[src/rtl/keypad_scanner.sv]
// 4x4 keypad scanner: drives one active-low column per scan tick and debounces presses and releases.
// Emits a one-cycle key_valid strobe with key_code. Define KEYPAD_REPEAT_EN for auto-repeat while held.
module keypad_scanner #(
  parameter int CLK_DIV        = 1000,
  parameter int DEBOUNCE_TICKS = 8,
  parameter int REPEAT_TICKS   = 200
) (
  input  logic       clk,
  input  logic       rstn,
  input  logic [3:0] row,
  output logic [3:0] col,
  output logic [3:0] key_code,
  output logic       key_valid,
  output logic       key_held
);

  localparam int PW = $clog2(CLK_DIV);
  localparam int CW = (DEBOUNCE_TICKS > 2) ? $clog2(DEBOUNCE_TICKS) : 1;
  localparam logic [PW-1:0] PRESC_LAST = PW'(CLK_DIV - 1);
  localparam logic [CW-1:0] CNT_LAST   = CW'(DEBOUNCE_TICKS - 1);

  if (CLK_DIV < 2 || DEBOUNCE_TICKS < 1 || REPEAT_TICKS < 1) begin : g_bad_param
    $error("keypad_scanner: CLK_DIV must be >= 2, DEBOUNCE_TICKS and REPEAT_TICKS >= 1");
  end

  typedef enum logic [1:0] {
    ST_SCAN     = 2'd0,
    ST_DEBOUNCE = 2'd1,
    ST_HELD     = 2'd2,
    ST_RELEASE  = 2'd3
  } state_e;

  state_e          state_q, state_d;
  logic [3:0]      sync1_q, sync1_d, sync2_q, sync2_d;
  logic [PW-1:0]   presc_q, presc_d;
  logic [1:0]      col_idx_q, col_idx_d;
  logic [1:0]      row_sel_q, row_sel_d;
  logic [CW-1:0]   cnt_q, cnt_d;
  logic [CW-1:0]   cnt_inc;
  logic [3:0]      key_code_q, key_code_d;
  logic            key_valid_q, key_valid_d;
  logic [3:0]      rs;
  logic            tick;
  logic            pressed;
  logic [1:0]      prow;
  logic            cnt_done;

`ifdef KEYPAD_REPEAT_EN
  localparam int RW = (REPEAT_TICKS > 2) ? $clog2(REPEAT_TICKS) : 1;
  localparam logic [RW-1:0] REP_LAST = RW'(REPEAT_TICKS - 1);
  logic [RW-1:0] rep_cnt_q, rep_cnt_d;
`endif

  assign rs = sync2_q;

  always_comb begin
    sync1_d = row;
    sync2_d = sync1_q;
    tick    = (presc_q == PRESC_LAST);
    presc_d = tick ? '0 : presc_q + 1'b1;
  end

  // Lowest-numbered active row wins when several rows of a column are low.
  always_comb begin
    pressed = (rs != 4'hF);
    casez (rs)
      4'b???0: prow = 2'd0;
      4'b??01: prow = 2'd1;
      4'b?011: prow = 2'd2;
      default: prow = 2'd3;
    endcase
  end

  // The tick that first sees a press or release counts as stable tick one.
  always_comb begin
    cnt_inc  = cnt_q + 1'b1;
    cnt_done = (DEBOUNCE_TICKS == 1) || (cnt_inc == CNT_LAST);
  end

  always_comb begin
    state_d     = state_q;
    col_idx_d   = col_idx_q;
    row_sel_d   = row_sel_q;
    cnt_d       = cnt_q;
    key_code_d  = key_code_q;
    key_valid_d = 1'b0;
`ifdef KEYPAD_REPEAT_EN
    rep_cnt_d   = rep_cnt_q;
`endif
    if (tick) begin
      case (state_q)
        ST_SCAN: begin
          if (pressed) begin
            row_sel_d = prow;
            cnt_d     = '0;
            state_d   = ST_DEBOUNCE;
          end else begin
            col_idx_d = col_idx_q + 2'd1;
          end
        end
        ST_DEBOUNCE: begin
          if (!rs[row_sel_q] && (prow == row_sel_q)) begin
            if (cnt_done) begin
              state_d     = ST_HELD;
              key_valid_d = 1'b1;
              key_code_d  = {row_sel_q, col_idx_q};
              cnt_d       = '0;
            end else begin
              cnt_d = cnt_inc;
            end
          end else begin
            state_d   = ST_SCAN;
            col_idx_d = col_idx_q + 2'd1;
          end
        end
        ST_HELD: begin
          if (!pressed) begin
            cnt_d   = '0;
            state_d = ST_RELEASE;
          end
`ifdef KEYPAD_REPEAT_EN
          else if (rep_cnt_q == REP_LAST) begin
            key_valid_d = 1'b1;
            rep_cnt_d   = '0;
          end else begin
            rep_cnt_d = rep_cnt_q + 1'b1;
          end
`endif
        end
        ST_RELEASE: begin
          if (pressed) begin
            state_d = ST_HELD;
          end else if (cnt_done) begin
            state_d   = ST_SCAN;
            col_idx_d = col_idx_q + 2'd1;
            cnt_d     = '0;
          end else begin
            cnt_d = cnt_inc;
          end
        end
        default: state_d = ST_SCAN;
      endcase
    end
`ifdef KEYPAD_REPEAT_EN
    // Repeat period restarts on every entry into HELD, including from RELEASE.
    if ((state_q != ST_HELD) || (state_d != ST_HELD)) begin
      rep_cnt_d = '0;
    end
`endif
  end

  always_ff @(posedge clk) begin
    if (rstn) begin
      state_q     <= ST_SCAN;
      sync1_q     <= 4'hF;
      sync2_q     <= 4'hF;
      presc_q     <= '0;
      col_idx_q   <= 2'd0;
      row_sel_q   <= 2'd0;
      cnt_q       <= '0;
      key_code_q  <= 4'd0;
      key_valid_q <= 1'b0;
`ifdef KEYPAD_REPEAT_EN
      rep_cnt_q   <= '0;
`endif
    end else begin
      state_q     <= state_d;
      sync1_q     <= sync1_d;
      sync2_q     <= sync2_d;
      presc_q     <= presc_d;
      col_idx_q   <= col_idx_d;
      row_sel_q   <= row_sel_d;
      cnt_q       <= cnt_d;
      key_code_q  <= key_code_d;
      key_valid_q <= key_valid_d;
`ifdef KEYPAD_REPEAT_EN
      rep_cnt_q   <= rep_cnt_d;
`endif
    end
  end

  assign col       = ~(4'b0001 << col_idx_q);
  assign key_code  = key_code_q;
  assign key_valid = key_valid_q;
  assign key_held  = (state_q == ST_HELD) || (state_q == ST_RELEASE);

endmodule

[config.mk]
export PLATFORM = sky130hd
export DESIGN_NAME = keypad_scanner
export DESIGN_NICKNAME = d
export VERILOG_FILES = /design/src/rtl/keypad_scanner.sv
export SDC_FILE = /design/constraint.sdc
export NUM_CORES = 1
export LEC_CHECK = 0
export ABC_AREA = 1
export CORE_ASPECT_RATIO = 1.25
export CORE_MARGIN = 4
export CORE_UTILIZATION = 65
export CTS_BUF_LIST = sky130_fd_sc_hd__clkbuf_2
export DETAILED_ROUTE_END_ITERATION = 12
export DONT_BUFFER_PORTS = 1
export PLACE_DENSITY_LB_ADDON = 0.3
export SETUP_SLACK_MARGIN = 0.4
export SYNTH_ARGS = -nofsm -noshare
export SYNTH_HDL_FRONTEND = slang
export SYNTH_SLANG_ARGS = --single-unit
[constraint.sdc]
create_clock -name clk -period 2.7 [get_ports clk]
set_clock_uncertainty 0.15 [all_clocks]
set_input_delay 0.27 -clock clk [delete_from_list [all_inputs] [get_ports clk]]
set_output_delay 0.27 -clock clk [all_outputs]
set_load 0.005 [all_outputs]
Yosys cells after proc, flatten, opt, wreduce, memory -nomap -nowiden
Cells that the tools add are included.
- bits in latches: 0
- memory bits (read-only): 0
- logic and storage cells: 71
- input bits: 6
- RAM bits: 0
- flip-flop bits (word level): 32
- memories kept: 0
- output and inout bits: 10
- order comparisons: 1
- divide/modulo/power cells: 0
- $mul: 0
- equal/unequal tests: 18
- shifts and indexed selects: 1
- bitwise operators: 5
- add/subtract/negate cells: 3
- reductions and logical operators: 12
- muxes and demuxes: 22
- operators by type and width (operator ; number):
    $mux 2 ; 10
    $mux 3 ; 5
    $ne 2x2->1 const B ; 7
    $pmux 2 s3 ; 2
    $pmux 3 s4 ; 1
    $add 10x1->10 const B ; 1
    $eq 10x10->1 const B ; 1
    $reduce_and 5->1 ; 2
    $pmux 2 s4 ; 1
    $ne 3x3->1 const B ; 2
    $reduce_and 6->1 ; 1
    $eq 2x1->1 const B ; 2
    $eq 2x2->1 const B ; 2
    $ne 4x4->1 const B ; 1
    $not 1->1 ; 4
    $not 4->4 ; 1
    $reduce_and 4->1 ; 1
    $reduce_or 4->1 ; 1
    $shl 1x2->4 const A ; 1
    $add 3x1->3 const B ; 1
    $eq 3x2->1 const B ; 1
    $eq 3x3->1 const B ; 1
    $lt 2x3->1 const B ; 1
    $reduce_and 3->1 ; 1
    10 further kinds ; 11

Depth between registers and ports, before layout
Gate-level depths: netlist of run 1.
- depth after elaboration: 6
- gate-level depth with buffers: 11
- depth with buffers taken out: 11

Worst setup path before layout of run 1
Ideal clock, no wire load.
- path type: reg2reg
- from: register cnt_q[0]
- to: register key_code_q[0] (netlist: key_code[0])
- path buffers: 0
- arrival: 1.286 ns
- stages on the path, launching flop included: 9
- required time: 2.436 ns
- setup slack: 1.150 ns
- clock period less this slack: 1.550 ns
- cell sequence: dfxtp_1 > ha_1 > inv_1 > nand2_1 > nand3_2 > nor3_1 > nand4_2 > nor2_1 > nor2_1
- word-level cells in the longest chain between the ends: 3
- ends and longest elaborated chain (item ; line ; text):
    start: declaration ; 38 ; logic [CW-1:0] cnt_q, cnt_d;
    start signal: assignment ; 173 ; cnt_q <= cnt_d;
    $add 3x1->3 ; 76 ; cnt_inc = cnt_q + 1'b1;
    $eq 3x3->1 ; 77 ; cnt_done = (DEBOUNCE_TICKS == 1) || (cnt_inc == CNT_LAST);
    $reduce_and 4->1 (no source line) ; - ;
    end signal: assignment ; 174 ; key_code_q <= key_code_d;
    end: declaration ; 40 ; logic [3:0] key_code_q, key_code_d;
No other way between the ends.
A chain may end at the register's enable or synchronous reset.

Final worst setup path of run 1
- from: register cnt_q[0]
- to: register key_code_q[1] (netlist: key_code[1])
Same word-level chain as after synthesis.

==> results of run 1 <==
-- routing by layer --
metal,share of wire,GRT usage,vias up,wire length (um)
li1,-,-,728,-
met1,0.43,0.218,584,1270
met2,0.50,0.369,26,1470
met3,0.043,0.0637,5,125
met4,0.018,0.0863,0,54
met5,0,0,-,0
-- final timing paths --
path	end	slack, ps	depth (start not counted)
worst max-delay path	key_code[1]	840	9
worst min-delay path	col_idx_q[0]	100	3
worst max register to register	key_code[1]	840	9
worst min register to register	rs[2]	280	1
-- cell usage after synthesis --
master | instances | area (sq um)
nor3b_1 | 2 | 15.0
xor2_1 | 2 | 17.5
nand2_1 | 51 | 191
or2_2 | 8 | 50.1
dfxtp_1 | 32 | 641
nand4_2 | 1 | 12.5
clkbuf_4 | 1 | 7.51
clkinv_1 | 2 | 7.51
a21oi_1 | 4 | 20.0
a21oi_2 | 1 | 8.76
nand4_1 | 2 | 12.5
inv_1 | 40 | 150
nor2_2 | 3 | 18.8
o21ai_0 | 5 | 25.0
nand3_1 | 12 | 60.1
ha_1 | 7 | 87.6
nor2_1 | 42 | 158
o21bai_1 | 1 | 7.51
nor3_1 | 10 | 50.1
nand2_2 | 2 | 12.5
nand3b_1 | 1 | 7.51
nand3_2 | 1 | 10.0
inv_2 | 1 | 3.75
o21ai_1 | 2 | 10.0
clkbuf_1 | 1 | 3.75
-- area by class of cell --
cell class | count | area, sq um
clock buffer | 5 | 25.0
sequential | 32 | 641
tap | 31 | 38.8
multi-input combinational | 157 | 774
clock inverter | 3 | 42.5
fill | 180 | 526
inverter | 43 | 161
timing repair buffer | 5 | 50.0
-- state kept, by name (all words and copies together), names as in the netlist --
name,count
key_code,4
rs,4
key_valid,1
state_q,2
cnt_q,3
presc_q,10
col_idx_q,2
sync1_q,4
row_sel_q,2
-- kinds of logic after synthesis --
kind of cell,share of synthesized area
AO/OA/AOI/OAI,0.0449
XOR/XNOR,0.0110
adder cells (fa/ha/maj),0.0552
buffers and inverters,0.109
flip-flops,0.403
AND/OR/NAND/NOR,0.377
-- worst register-to-register path: cells and delay by family, from the launching register on --
kind          cells  cell delay (ps)
fa+ha+maj         1              180
buf+inv           1               40
flops             1              400
simple gates      7             1050
-- power by group through the flow --
stage | combinational [uW] | sequential [uW] | clock (uW)
floorplan | 32.4 | 496 | 0
global placement | 37.3 | 497 | 0
detailed placement | 37.5 | 497 | 0
CTS | 44.3 | 487 | 326
global route | 52.5 | 488 | 348
finish | 45.2 | 487 | 320
-- through the flow --
stage,hold WS (ps),cells
4_1_cts,84.9,276
2_1_floorplan,192,234
3_5_place_dp,199,263
6_report,95.9,276
3_3_place_gp,201,263
5_1_grt,115,276
==> impl_metrics.csv, run 1 <==
group,metric,value,unit
route,wl,2.92,mm
final_layout,mostFrequentLayoutCell,"nand2_1",
grt,antenna_found_initial,0,
hold_path,holdCritStartpoint,"rstn",
placed_design,port_buffers,0,
hold_path,min-delay-path-class,"input port to flop",
clock_tree,ctsResizeCount,0,
clock_tree,root_buffer,"clkbuf_2",
grt,grt.overflow.total,0,
worst_setup_path,crit_buf_inv,1,
worst_setup_path,worstReg2RegStart,"cnt_q[0]",
route,antenna_left,0,
sta,slew_headroom,0.730,
route,drt_iter0_drc,35,
yosys,ys_ff_latch,32,
floorplanning,pin_count,16,
clock_tree,cts_tree,"done",
power,p_sw_frac,0.232,
clock_tree,post_cts_buffers,0,
job,drv_cap,0,
route,route.detailed.drc,0,
worst_setup_path,cp_cell_sequence,"ha_1 -> inv_1 -> nand2_1 -> nand3_2 -> nor3_1 -> nand4_2 -> nand2_1 -> nand2_1 -> nor2_1",
floorplanning,initial_core_util,0.703,
power,switchingPower,198,uW
sta,fmax,0.539,GHz
grt,grt_max_degree,15,
sta,fin_crit_sh,0.688,
worst_setup_path,endpoint_kind,"flop",
floorplanning,die_y,63.3,um
worst_setup_path,cp_top_family,"simple AND/OR/NAND/NOR gates",
placed_design,dp_hpwl,2.05,mm
sta,setup_ws,843,ps
worst_setup_path,crit_start,"cnt_q[0]",
power,power_density,492,mW/mm^2
power,p_clk_frac,0.376,
clock_tree,cts_buffer_depth,2,
worst_setup_path,cp_slowest_cell,"dfxtp_1",
final_layout,fin_area,0.00173,sq mm
clock_tree,hold_buffers,5,
floorplanning,die_x,52.2,um
worst_setup_path,required,2870,ps
worst_setup_path,worstSetupStartpointType,"flop",
clock_tree,cts-buffers-inserted,5,
floorplanning,die_area,0.00330,sq mm
worst_setup_path,cp_max_fo,9,
yosys,synth_seq_area_share,0.403,
sta,final-setup-viol-count,0,
clock_tree,cts_max_level,2,
final_layout,diodes,0,
final_layout,drive_gt1_frac,0.102,
grt,grt_pass1_wl,5.17,mm
clock_tree,clkSinkCount,32,
route,avgRoutedWirePerCell,10.6,um
final_layout,final_cell_mix,"nand2_1, nor2_1, inv_1, dfxtp_1, nand3_1",
power,combinationalPowerShare,0.053,
power,vdd_drop_max,0.609,mV
power,intPower,655,uW
placed_design,place.gp.congestion,0.911,
yosys,netlist_area,0.00159,sq mm
yosys,synth_nets,247,
worst_setup_path,critPathKind,"flop to flop",
worst_setup_path,crit_top_cell,"nand2_1",
sta,finalCriticalPeriod,1860,ps
route,drtPass1Iterations,4,
worst_setup_path,arrival,2030,ps
final_layout,area_delta_synth_final,9.14,%
clock_tree,clkTransAtPathRegs,160,ps
route,via_per_inst,4.87,
sta,hold_violations,0,
clock_tree,insertion_delay,370,ps
grt,grtUsageTotal,0.207,
sta,drv_slew,0,
floorplanning,coreArea,0.00226,sq mm
placed_design,placed_area,0.00162,sq mm
final_layout,final_nets,257,
sta,tightest_slew,404,ps
status,status,"finished, final reports clean",
sta,rsz0062_at_grt,"no",
placed_design,dpl_worst_slack,871,ps
final_layout,final_core_util,0.767,
grt,grt_pass1_vias,1293,
yosys,yosys_warnings,0,
sta,tns,0,ps
yosys,synth.distinct_cells,25,
yosys,synth.avg_cell_area,6.79,sq um
power,leakagePower,0.000824,uW
floorplanning,rows,19,
worst_setup_path,slowest_delay,400,ps
power,power.sequential.fraction,0.571,
power,finalPower,853,uW
yosys,syn_inst,234,
route,vias,1343,
(Power assumes the default switching activity.)
==> run 2, diff against run 1 <==
- clock period: 2.7 -> 1.9 ns (I/O delays scaled with it)
==> run 2 against run 1 <==
Combinational power rose by 120%; cell count rose by 4.3%; critical path type unchanged; sequential share of layout area down 4.4 points; worst hold slack better by 180 ps.
==> impl_metrics.csv, run 2 (synthesized netlist as in run 1, its figures left out) <==
group,metric,value,unit
status,status,"finished, final reports clean",
final_layout,multi_input_area,0.00100,sq mm
power,switchingPower,300,uW
power,vdd_drop_max,0.757,mV
clock_tree,root_buffer,"clkbuf_2",
placed_design,dp_hpwl,2.07,mm
sta,tns,0,ps
power,finalPower,1100,uW
sta,slew_headroom,0.796,
worst_setup_path,r2r_cells,10,
hold_path,min-delay-path-class,"flop to flop",
clock_tree,cts_max_level,2,
route,wl,4.06,mm
worst_setup_path,required,2050,ps
route,vias,1563,
floorplanning,rows,19,
clock_tree,insertion_delay,380,ps
power,p_clk_frac,0.283,
clock_tree,cts-buffers-inserted,5,
power,power_density,537,mW/mm^2
final_layout,stdcell_count,288,
hold_path,min_path_cells,1,
clock_tree,cts_tree,"done",
grt,grt_max_degree,14,
worst_setup_path,rrSetupSlack,210,ps
grt,grtUsageTotal,0.233,
final_layout,drive_gt1_frac,0.354,
sta,finalCriticalPeriod,1690,ps
floorplanning,coreArea,0.00226,sq mm
sta,final-setup-viol-count,0,
worst_setup_path,crit_start,"presc_q[1]",
worst_setup_path,critPathKind,"flop to flop",
floorplanning,die_area,0.00330,sq mm
power,p_sw_frac,0.271,
sta,rsz0062_at_grt,"yes",
worst_setup_path,worstSetupStartpointType,"flop",
route,drt_iter0_drc,83,
final_layout,largest_register_ffs,10,
worst_setup_path,worstReg2RegStart,"presc_q[1]",
final_layout,diodes,0,
sta,hold_violations,0,
floorplanning,initial_core_util,0.703,
grt,grt_pass1_wl,5.73,mm
final_layout,regArea,669,sq um
route,via_per_inst,5.43,
clock_tree,cts_buffer_depth,2,
worst_setup_path,arrival,1840,ps
final_layout,fillerInstances,97,
sta,fin_crit_sh,0.892,
hold_path,holdCritStartpoint,"sync1_q[0]",
power,leakagePower,0.000946,uW
sta,fmax,0.590,GHz
worst_setup_path,endpoint_kind,"flop",
power,power.sequential.fraction,0.625,
route,avgRoutedWirePerCell,14.1,um
floorplanning,pin_count,16,
placed_design,dp_cells,265,
sta,drv_slew,0,
grt,antenna_found_initial,0,
worst_setup_path,cp_max_fo,5,
final_layout,final_cell_mix,"nand2_1, inv_1, nor2_1, dfxtp_1, nor2_2",
route,drtPass1Iterations,7,
placed_design,place.gp.congestion,0.908,
grt,grt.overflow.total,0,
route,antenna_left,0,
job,drv_cap,0,
final_layout,mostFrequentLayoutCell,"nand2_1",
sta,tightest_slew,304,ps
floorplanning,die_y,63.3,um
clock_tree,clkTransAtPathRegs,160,ps
route,route.detailed.drc,0,
final_layout,area_delta_synth_final,29.5,%
final_layout,final_nets,269,
power,intPower,805,uW
power,combinationalPowerShare,0.092,
floorplanning,die_x,52.2,um
grt,grt_pass1_vias,1382,
placed_design,port_buffers,0,
final_layout,top_register,"presc_q",
clock_tree,clkSinkCount,32,
[run 2: changes by cell type in the layout (fill, tap and decap cells not counted), sizes merged]
| cell | before | now |
|---|---|---|
| buf | 0 | 11 |
| clkinvlp | 1 | 0 |
| bufinv | 1 | 0 |
| inv | 41 | 42 |
| nand4 | 3 | 4 |
| clkinv | 3 | 4 |
[run 2: worst paths after layout]
path / end
worst min-delay path: rs[0]
worst max-delay path: cnt_q[0]
worst min register to register: rs[0]
worst max register to register: cnt_q[0]
[run 2: repair_timing]
action | in CTS | in global routing
hold buffers | 5 | 0
cloned | 1 | 0
hold endpoints to repair | 25 | 0
setup endpoints to repair | 23 | 26
buffers inserted | 3 | 6
resized for setup | 29 | 43
pin swaps | 15 | 12
[run 2: final cells by class]
cell class | instances | area share
multi-input cells | 158 | 0.489
clock buffers | 5 | 0.0122
inverters | 43 | 0.0797
well taps | 31 | 0.0189
clock inverters | 3 | 0.00670
repair buffers | 16 | 0.0682
flip-flops and latches | 32 | 0.326
[run 2: power by group through the flow]
stage | logic [uW] | clock network [uW] | registers [uW]
global placement | 56.8 | 0 | 706
CTS | 77.4 | 320 | 693
finish | 101 | 312 | 691
floorplan | 46.3 | 0 | 705
detailed placement | 57.4 | 0 | 707
global route | 111 | 360 | 693
[run 2: per-stage QoR]
stage	hold WS [ps]	cell area [sq um]	setup WS [ps]	utilization
floorplan	112	1600	400	-
global placement	117	1650	239	0.729
detailed placement	116	1650	225	0.729
CTS	266	1880	292	0.833
global route	275	2060	110	0.910
finish	276	2060	206	0.910
[run 2: routing by layer]
| metal | routed length [um] | vias to the layer above | track usage |
|---|---|---|---|
| met5 | 0 | - | 0 |
| li1 | - | 764 | - |
| met2 | 2130 | 61 | 0.404 |
| met3 | 228 | 14 | 0.0755 |
| met1 | 1560 | 724 | 0.240 |
| met4 | 141 | 0 | 0.125 |
[run 2: critical path, stage by stage, from the launching register on]
cell     delay [ps]
dfxtp_2         380
ha_4            160
nand2_4          50
inv_4            70
nand3_4         100
nor2_2          170
nand2_1          90
nor2_2          100
nand2_2         110
o21ai_1         160
nor2_1           60
